**config.mk**
```make
export PLATFORM = sky130hd
export DESIGN_NAME = alu_pipe
export DESIGN_NICKNAME = d
export VERILOG_FILES = /design/src/rtl/alu_pipe.sv
export SDC_FILE = /design/constraint.sdc
export NUM_CORES = 1
export LEC_CHECK = 0
export ABC_AREA = 1
export ABC_CLOCK_PERIOD_IN_PS = 2050
export CAP_MARGIN = 15
export CORE_ASPECT_RATIO = 1.2
export CORE_MARGIN = 2
export CORE_UTILIZATION = 30
export DETAILED_ROUTE_END_ITERATION = 10
export PLACE_DENSITY_LB_ADDON = 0.12
export SETUP_SLACK_MARGIN = 0.15
export SKIP_LAST_GASP = 1
export SLEW_MARGIN = 10
export SYNTH_ARGS = -nofsm -noshare
export SYNTH_HDL_FRONTEND = slang
export SYNTH_SLANG_ARGS = --single-unit
export TNS_END_PERCENT = 20
```
**constraint.sdc**
```tcl
create_clock -name clk -period 2.05 [get_ports clk]
set_clock_uncertainty 0.05 [all_clocks]
set_input_delay 0.615 -clock clk [delete_from_list [all_inputs] [get_ports clk]]
set_output_delay 0.615 -clock clk [all_outputs]
set_load 0.03 [all_outputs]
```
**src/rtl/alu_pipe.sv**
```systemverilog
// alu_pipe: registered WIDTH-bit ALU with valid/ready handshakes and a held carry for ADC/SBC chaining.
// Define ALU_MUL_EN to build the multi-cycle shift-add multiplier for opcode 1011.
module alu_pipe #(
  parameter int WIDTH = 4
) (
  input  logic             clk,
  input  logic             rst,
  input  logic             in_valid,
  output logic             in_ready,
  input  logic [WIDTH-1:0] a,
  input  logic [WIDTH-1:0] b,
  input  logic [3:0]       op,
  output logic             out_valid,
  input  logic             out_ready,
  output logic [WIDTH:0]   result,
  output logic             carry,
  output logic             zero,
  output logic             negative,
  output logic             err
);

  typedef enum logic [3:0] {
    OP_ADD = 4'b0000, OP_SUB = 4'b0001, OP_AND = 4'b0010, OP_OR  = 4'b0011,
    OP_XOR = 4'b0100, OP_NOT = 4'b0101, OP_SHL = 4'b0110, OP_SHR = 4'b0111,
    OP_ADC = 4'b1000, OP_SBC = 4'b1001, OP_CMP = 4'b1010, OP_MUL = 4'b1011
  } op_e;

  logic           c_flag;
  logic           accept;
  logic [WIDTH:0] alu_res;
  logic           alu_err;
  logic           alu_upd;
  logic           is_mul;
  logic           ld;
  logic [WIDTH:0] ld_res;
  logic           ld_err;
  logic           ld_upd;

  assign accept = in_valid && in_ready;
  assign carry  = result[WIDTH];

  // NOTE: every output of a combinational block gets a default first, so no path can infer a latch.
  always_comb begin
    alu_res = '0;
    alu_err = 1'b0;
    alu_upd = 1'b0;
    is_mul  = 1'b0;
    case (op_e'(op))
      OP_ADD: begin alu_res = {1'b0, a} + {1'b0, b}; alu_upd = 1'b1; end
      OP_SUB: begin alu_res = {1'b0, a} - {1'b0, b}; alu_upd = 1'b1; end
      OP_AND: alu_res = {1'b0, a & b};
      OP_OR:  alu_res = {1'b0, a | b};
      OP_XOR: alu_res = {1'b0, a ^ b};
      OP_NOT: alu_res = {1'b0, ~a};
      OP_SHL: begin alu_res = {a, 1'b0}; alu_upd = 1'b1; end
      OP_SHR: begin alu_res = {a[0], 1'b0, a[WIDTH-1:1]}; alu_upd = 1'b1; end
      OP_ADC: begin alu_res = {1'b0, a} + {1'b0, b} + (WIDTH+1)'(c_flag); alu_upd = 1'b1; end
      OP_SBC: begin alu_res = {1'b0, a} - {1'b0, b} - (WIDTH+1)'(c_flag); alu_upd = 1'b1; end
      OP_CMP: alu_res = {1'b0, a} - {1'b0, b};
`ifdef ALU_MUL_EN
      OP_MUL: is_mul = 1'b1;
`endif
      default: alu_err = 1'b1;
    endcase
  end

`ifdef ALU_MUL_EN
  localparam int CNT_W = $clog2(WIDTH) + 1;

  typedef enum logic {IDLE, BUSY} state_e;

  state_e             state, state_nx;
  logic [CNT_W-1:0]   cnt;
  logic [2*WIDTH-1:0] mcand;
  logic [2*WIDTH-1:0] acc;
  logic [2*WIDTH-1:0] acc_nx;
  logic [WIDTH-1:0]   mplier;
  logic               mul_start;
  logic               mul_last;
  logic [WIDTH:0]     mul_res;

  assign mul_start = accept && is_mul;
  assign mul_last  = (state == BUSY) && (cnt == CNT_W'(WIDTH - 1));
  assign acc_nx    = mplier[0] ? acc + mcand : acc;
  // The final iteration loads the output directly from the next accumulator value.
  assign mul_res   = {|acc_nx[2*WIDTH-1:WIDTH], acc_nx[WIDTH-1:0]};
  assign in_ready  = (state == IDLE) && (!out_valid || out_ready);

  always_ff @(posedge clk or posedge rst) begin
    if (rst) state <= IDLE;
    else     state <= state_nx;
  end

  always_comb begin
    state_nx = state;
    case (state)
      IDLE: if (mul_start) state_nx = BUSY;
      BUSY: if (mul_last)  state_nx = IDLE;
    endcase
  end

  always_ff @(posedge clk or posedge rst) begin
    if (rst) begin
      cnt    <= '0;
      mcand  <= '0;
      acc    <= '0;
      mplier <= '0;
    end else if (mul_start) begin
      cnt    <= '0;
      mcand  <= {{WIDTH{1'b0}}, a};
      acc    <= '0;
      mplier <= b;
    end else if (state == BUSY) begin
      cnt    <= cnt + CNT_W'(1);
      mcand  <= mcand << 1;
      acc    <= acc_nx;
      mplier <= mplier >> 1;
    end
  end
`else
  assign in_ready = !out_valid || out_ready;
`endif

  always_comb begin
    ld     = accept && !is_mul;
    ld_res = alu_res;
    ld_err = alu_err;
    ld_upd = alu_upd;
`ifdef ALU_MUL_EN
    if (mul_last) begin
      ld     = 1'b1;
      ld_res = mul_res;
      ld_err = 1'b0;
      ld_upd = 1'b1;
    end
`endif
  end

  // NOTE: state registers use non-blocking assignment so every flop samples pre-edge values.
  always_ff @(posedge clk or posedge rst) begin
    if (rst) begin
      out_valid <= 1'b0;
      result    <= '0;
      zero      <= 1'b0;
      negative  <= 1'b0;
      err       <= 1'b0;
      c_flag    <= 1'b0;
    end else begin
      if (ld) begin
        out_valid <= 1'b1;
        result    <= ld_res;
        zero      <= ~|ld_res[WIDTH-1:0];
        negative  <= ld_res[WIDTH-1];
        err       <= ld_err;
        if (ld_upd) c_flag <= ld_res[WIDTH];
      end else if (out_ready) begin
        out_valid <= 1'b0;
      end
    end
  end

endmodule

```
==> flow_summary_export.csv, run 1 <==
group,metric,value,unit
routing,drc,0,
layout,num-fill-cells,485,
sta,hold_viol,0,
grt,grt_max_degree,10,
grt,gr-usage-all-layers,0.195,
grt,grt-ovfl-total,0,
yosys,synth.distinct_cells,20,
sta,fin_crit,2.31,ns
flow_run,cap_violations,0,
sta,maxSlewViolCount,0,
layout,nets,370,
critical_path,r2r-end,"zero",
critical_path,cp.arrival,2.43,ns
clocking,clock-sinks,9,
yosys,synth_fp_nets,284,
power,ir_worst_vdd,0.000152,V
power,comb_power_share,0.601,
placed_design,io_buffers,26,
clocking,clockBufferDepth,2,
critical_path,slowest_delay,0.43,ns
layout,areaGrowthSynthToFinish,74.6,%
grt,antenna_found_initial,0,
routing,postRouteAntennaNets,0,
critical_path,startpoint,"a[0]",
yosys,syn_avg_cell_area,5.58,sq um
critical_path,reg2reg_depth,11,
floorplan,core,4530,sq um
layout,post-route-util,0.538,
critical_path,worstSetupPathType,"input port to register",
sta,period_share,1.13,
critical_path,cp_slowest_cell,"fa_1",
power,clkPwrFrac,0.188,
power,internal_power,0.648,mW
layout,layout_common_cells,"76 x nand2_1, 53 x buf_4, 34 x inv_1",
power,p_leak,1.30,nW
yosys,ys_ff_latch,9,
routing,drtPass1Iterations,4,
sta,relSlewSlack,0.777,
sta,worstMarginPinSlew,0.332,ns
run_status,violations,"setup timing",
floorplan,start_util,0.308,
clocking,numCtsBuffers,3,
power,p_sw,0.433,mW
sta,fin_ws,-0.259,ns
critical_path,critical_path_buf_inv_count,4,
yosys,syn_inst,250,
critical_path,startpoint_type,"input port",
grt,grt_pass1_wl,8000,um
clocking,hold_buffers,0,
clocking,clk_pin_slew,0.04,ns
layout,mostFrequentLayoutCell,"nand2_1",
yosys,syn-cell-area,1390,sq um
critical_path,cp_data_required_time,2.17,ns
placed_design,gp_congestion,0.918,
layout,antenna_cells,0,
run_status,status,"finished with violations",
layout,multi_input_area,1170,sq um
sta,hold_slack,0.429,ns
critical_path,cp-end-kind,"register",
power,pwr-share-seq,0.212,
routing,vias,1792,
power,swShare,0.401,
layout,seq_area,225,sq um
clocking,cts-root-buf,"clkbuf_8",
yosys,yosysWarnings,0,
sta,setup-tns-final,-1.09,ns
sta,grt_setup_unrepaired,"yes",
critical_path,cp-endpoint,"zero",
clocking,htree_num_levels,1,
floorplan,dieWidth,66.2,um
routing,drtIter0Drc,56,
critical_path,cp.depth,15,
floorplan,die_h,78.7,um
sta,setup_violations,6,
placed_design,place_hpwl,3860,um
routing,wl,4730,um
routing,viasPerCell,4.56,
yosys,synth_seq_area_share,0.162,
worst_hold_path,hold_path_class,"register to register",
critical_path,worstPathMaxFanout,2,
sta,fmax,433,MHz
power,power_density,444,nW/um^2
critical_path,crit_chain,"buf_8, buf_12, ha_4, inv_2, fa_1, inv_2, ha_4, nand3_1, nand3_1, nand3_1, nor2_2, nand2_1, nor2_1, nand2_1, nand2_1",
grt,grt_pass1_vias,1788,
critical_path,critical-path-top-delay-family,"adder cells",
critical_path,rrSetupSlack,0.37,ns
floorplan,io_pins,27,
clocking,clock_latency,0.23,ns
floorplan,rows,27,
critical_path,r2r_start,"c_flag",
layout,drive_above_1_share,0.337,
clocking,cts_tree,"built",
floorplan,dieArea,5210,sq um
routing,wl_per_cell,12.0,um
state kept, by name, indices dropped and copies added (netlist names):
register and count:
err 1, result 5, out_valid 1, zero 1, c_flag 1
area by class of cell:
| class | count | share of cell area |
|---|---|---|
| Multi-Input combinational cell | 191 | 0.483 |
| Timing Repair Buffer | 84 | 0.297 |
| Sequential cell | 9 | 0.0925 |
| Inverter | 47 | 0.0792 |
| Tap cell | 58 | 0.0298 |
| Clock buffer | 4 | 0.0185 |
cell usage after synthesis:
library cell | count | area [sq um]
fa_1 | 2 | 40.0
nand4_1 | 5 | 31.3
dfrtp_1 | 9 | 225
ha_1 | 16 | 200
nor2_1 | 39 | 146
o21a_1 | 1 | 7.51
a21oi_2 | 1 | 8.76
clkbuf_1 | 1 | 3.75
nand2_1 | 83 | 312
o21ai_1 | 1 | 5.00
inv_1 | 45 | 169
o21ai_0 | 8 | 40.0
buf_4 | 2 | 15.0
nor2_2 | 1 | 6.26
nand3b_1 | 2 | 15.0
nand2_2 | 1 | 6.26
nand3_1 | 24 | 120
a21oi_1 | 2 | 10.0
nor3_1 | 5 | 25.0
inv_2 | 2 | 7.51
routing by layer:
| layer | track usage | vias up | share of wire |
|---|---|---|---|
| met5 | 0 | - | 0 |
| met4 | 0.0633 | 0 | 0.022 |
| met3 | 0.00430 | 10 | 0.025 |
| met2 | 0.364 | 32 | 0.53 |
| met1 | 0.234 | 812 | 0.42 |
| li1 | - | 938 | - |
worst min path at each step:
stage,startpoint,to,cells after the start
2_1_floorplan,rst,c_flag,1
3_3_place_gp,result[2],result[2],2
3_5_place_dp,zero,zero,2
4_1_cts,zero,zero,2
5_1_grt,zero,zero,2
6_report,zero,zero,2
worst min-delay path, delay by kind of cell (launching register included):
kind | cells | cell delay [ns]
flip-flops | 1 | 0.34
AND/OR/NAND/NOR | 2 | 0.11
per-stage QoR:
step                cell area, sq um  power [mW]  setup WS [ns]  cells
floorplan                       1470       0.536         -0.153    250
global placement                2140       0.785          -1.03    379
detailed placement              2140       0.790          -1.02    379
CTS                             2330        1.05         -0.291    388
global route                    2430        1.17         -0.450    393
finish                          2430        1.08         -0.259    393
timing repair:
item / in CTS / in global routing
gates resized for setup: 42 / 16
buffers inserted: 5 / 5
endpoints found under the setup margin: 18 / 18
pin swaps: 22 / 15
cells by family after synthesis:
family,synth area share
flops,0.162
simple gates,0.475
buf+inv,0.140
compound gates,0.0512
fa+ha+maj,0.172
power groups by stage:
stage          clock, mW  combinational [mW]  sequential [mW]
2_1_floorplan          0               0.253            0.282
3_3_place_gp           0               0.555            0.230
3_5_place_dp           0               0.559            0.231
4_1_cts            0.212               0.606            0.229
5_1_grt            0.218               0.716            0.232
6_report           0.203               0.650            0.229
No activity file was read; power rests on OpenSTA's default activity.
==> inputs of run 2 (changes only) <==
HOLD_SLACK_MARGIN = 0.03   (was unset)
==> results of run 2 <==
No change in the layout: final DEF, timing and power equal those of run 1.
==> inputs of run 3 (changes only) <==
CELL_PAD_IN_SITES_DETAIL_PLACEMENT = 0   (was unset)
CELL_PAD_IN_SITES_GLOBAL_PLACEMENT = 2   (was unset)
CORE_UTILIZATION = 26   (was 30)
SKIP_LAST_GASP = unset   (was 1)
==> run 3 against run 2 <==
  * Die area up 14%
  * Via count down 2.5%
  * Register-to-register slack about the same
  * Critical endpoint unchanged
  * The flow still finishes with violations (setup timing)
  * Setup slack worse by 0.026 ns
  * Critical path depth up 2
==> flow_summary_export.csv, run 3 (synthesized netlist as in run 1, its figures left out) <==
group,metric,value,unit
critical_path,worstPathMaxFanout,3,
floorplan,start_util,0.267,
critical_path,cp_slowest_cell,"fa_1",
worst_hold_path,holdPathEnd,"result[2]",
clocking,clk_pin_slew,0.04,ns
routing,drtIter0Drc,38,
grt,grt-ovfl-total,0,
power,power_density,432,nW/um^2
layout,drive_above_1_share,0.338,
routing,postRouteAntennaNets,0,
sta,fin_crit,2.34,ns
critical_path,cp_data_required_time,2.17,ns
grt,gr-usage-all-layers,0.166,
critical_path,cp.arrival,2.46,ns
critical_path,r2r_start,"c_flag",
sta,worstMarginPinSlew,0.334,ns
clocking,cts_tree,"built",
sta,fmax,428,MHz
layout,top_register,"result",
clocking,hold_buffers,0,
grt,grt_max_degree,10,
clocking,clockBufferDepth,2,
grt,grt_pass1_wl,7800,um
critical_path,startpoint_type,"input port",
placed_design,gp_congestion,0.808,
critical_path,crit_chain,"buf_8, buf_6, inv_16, ha_4, inv_2, fa_1, inv_2, ha_4, inv_4, nand3_2, nand3_2, nand3_2, nor2_4, nand2_1, nor2_2, nand2_1, nand2_1",
routing,viasPerCell,4.38,
power,p_leak,1.35,nW
layout,largest_reg_flops,5,
routing,vias,1747,
routing,wl,4660,um
layout,antenna_cells,0,
power,ir_worst_vdd,0.000216,V
layout,nets,372,
clocking,clock-sinks,9,
grt,antenna_found_initial,0,
run_status,status,"finished with violations",
sta,hold_viol,0,
sta,fin_ws,-0.285,ns
placed_design,place_area,2180,sq um
clocking,numCtsBuffers,3,
worst_hold_path,min_path_cells,2,
critical_path,worstSetupPathType,"input port to register",
floorplan,core,5230,sq um
sta,hold_slack,0.423,ns
sta,setup_violations,7,
flow_run,cap_violations,0,
floorplan,dieArea,5970,sq um
worst_hold_path,min_from,"result[2]",
layout,num-fill-cells,562,
critical_path,critical_path_buf_inv_count,6,
layout,fin_cells,399,
placed_design,post-place-ws,-1.05,ns
critical_path,critical-path-top-delay-family,"adder cells",
critical_path,cp-end-kind,"register",
critical_path,cp.depth,17,
sta,grt_setup_unrepaired,"yes",
floorplan,rows,29,
sta,maxSlewViolCount,0,
layout,layout_common_cells,"79 x nand2_1, 56 x buf_4, 34 x nor2_1",
routing,drc,0,
sta,setup-tns-final,-1.28,ns
placed_design,place_hpwl,4030,um
clocking,htree_num_levels,1,
layout,mostFrequentLayoutCell,"nand2_1",
critical_path,rrSetupSlack,0.36,ns
run_status,violations,"setup timing",
sta,period_share,1.14,
grt,grt_pass1_vias,1700,
worst_hold_path,hold_path_class,"register to register",
sta,relSlewSlack,0.777,
critical_path,reg2reg_depth,11,
critical_path,r2r-end,"zero",
routing,wl_per_cell,11.7,um
floorplan,dieWidth,70.8,um
layout,areaGrowthSynthToFinish,74.0,%
routing,drtPass1Iterations,6,
floorplan,io_pins,27,
critical_path,slowest_delay,0.48,ns
clocking,clock_latency,0.23,ns
floorplan,die_h,84.2,um
clocking,cts-root-buf,"clkbuf_8",
layout,final_area,2420,sq um
placed_design,io_buffers,26,
placed_design,dp.cells,388,
-- run 3: cell count changes in the layout (fill, tap and decap cells not counted), moves of 2 or more --
cell             before  now
buf_4                53   56
dlymetal6s2s_1        0    3
o21ai_2               0    2
nand2_2               8    5
nor2_1               31   34
nand2_1              76   79
nor2_2                9    5
dlygate4sd2_1         4   11
clkdlybuf4s50_1      19    8
-- run 3: worst max path at each step --
stage,start,endpoint,slack [ns]
finish,a[0],zero,-0.29
global route,a[0],zero,-0.41
CTS,a[0],zero,-0.30
detailed placement,a[0],zero,-1.05
global placement,b[0],zero,-1.04
floorplan,a[0],zero,-0.15
-- run 3: final cells by class --
cell class | count | area (sq um) | share of cell area
Timing Repair Buffer | 86 | 722 | 0.298
Sequential cell | 9 | 225 | 0.0929
Multi-Input combinational cell | 191 | 1160 | 0.478
Tap cell | 62 | 77.6 | 0.0320
Clock buffer | 4 | 45.0 | 0.0186
Inverter | 47 | 195 | 0.0805
-- run 3: through the flow --
| step | power (mW) | util |
|---|---|---|
| after floorplan | 0.536 | - |
| after global placement | 0.798 | 0.417 |
| after detailed placement | 0.799 | 0.417 |
| after CTS | 1.04 | 0.452 |
| after global routing | 1.14 | 0.464 |
| final | 1.05 | 0.464 |
-- run 3: timing repair --
| item | CTS | global route |
|---|---|---|
| endpoints found under the setup margin | 16 | 10 |
| pin swaps | 12 | 7 |
| gates resized for setup | 53 | 15 |
| setup buffers | 5 | 2 |
-- run 3: routing by layer --
| metal | part of all wire | wire length, um | vias up | GRT usage |
|---|---|---|---|---|
| li1 | - | - | 944 | - |
| met1 | 0.43 | 2000 | 767 | 0.197 |
| met2 | 0.53 | 2460 | 30 | 0.314 |
| met3 | 0.023 | 109 | 6 | 0.00480 |
| met4 | 0.021 | 96 | 0 | 0.0566 |
| met5 | 0 | 0 | - | 0 |
-- run 3: tightest hold or removal path, delay by kind of cell, from the launching register on --
family	cells	cell delay, ns
DFF	1	0.33
AOI/OAI and AO/OA	1	0.05
and+or+nand+nor	1	0.06
-- run 3: power breakdown --
part	switching (mW)	total [mW]	internal, mW	leakage, nW
combinational	0.338	0.621	0.282	1.21
clock	0.0672	0.202	0.135	0.0228
sequential	0.0167	0.225	0.209	0.114
total	0.422	1.05	0.626	1.35
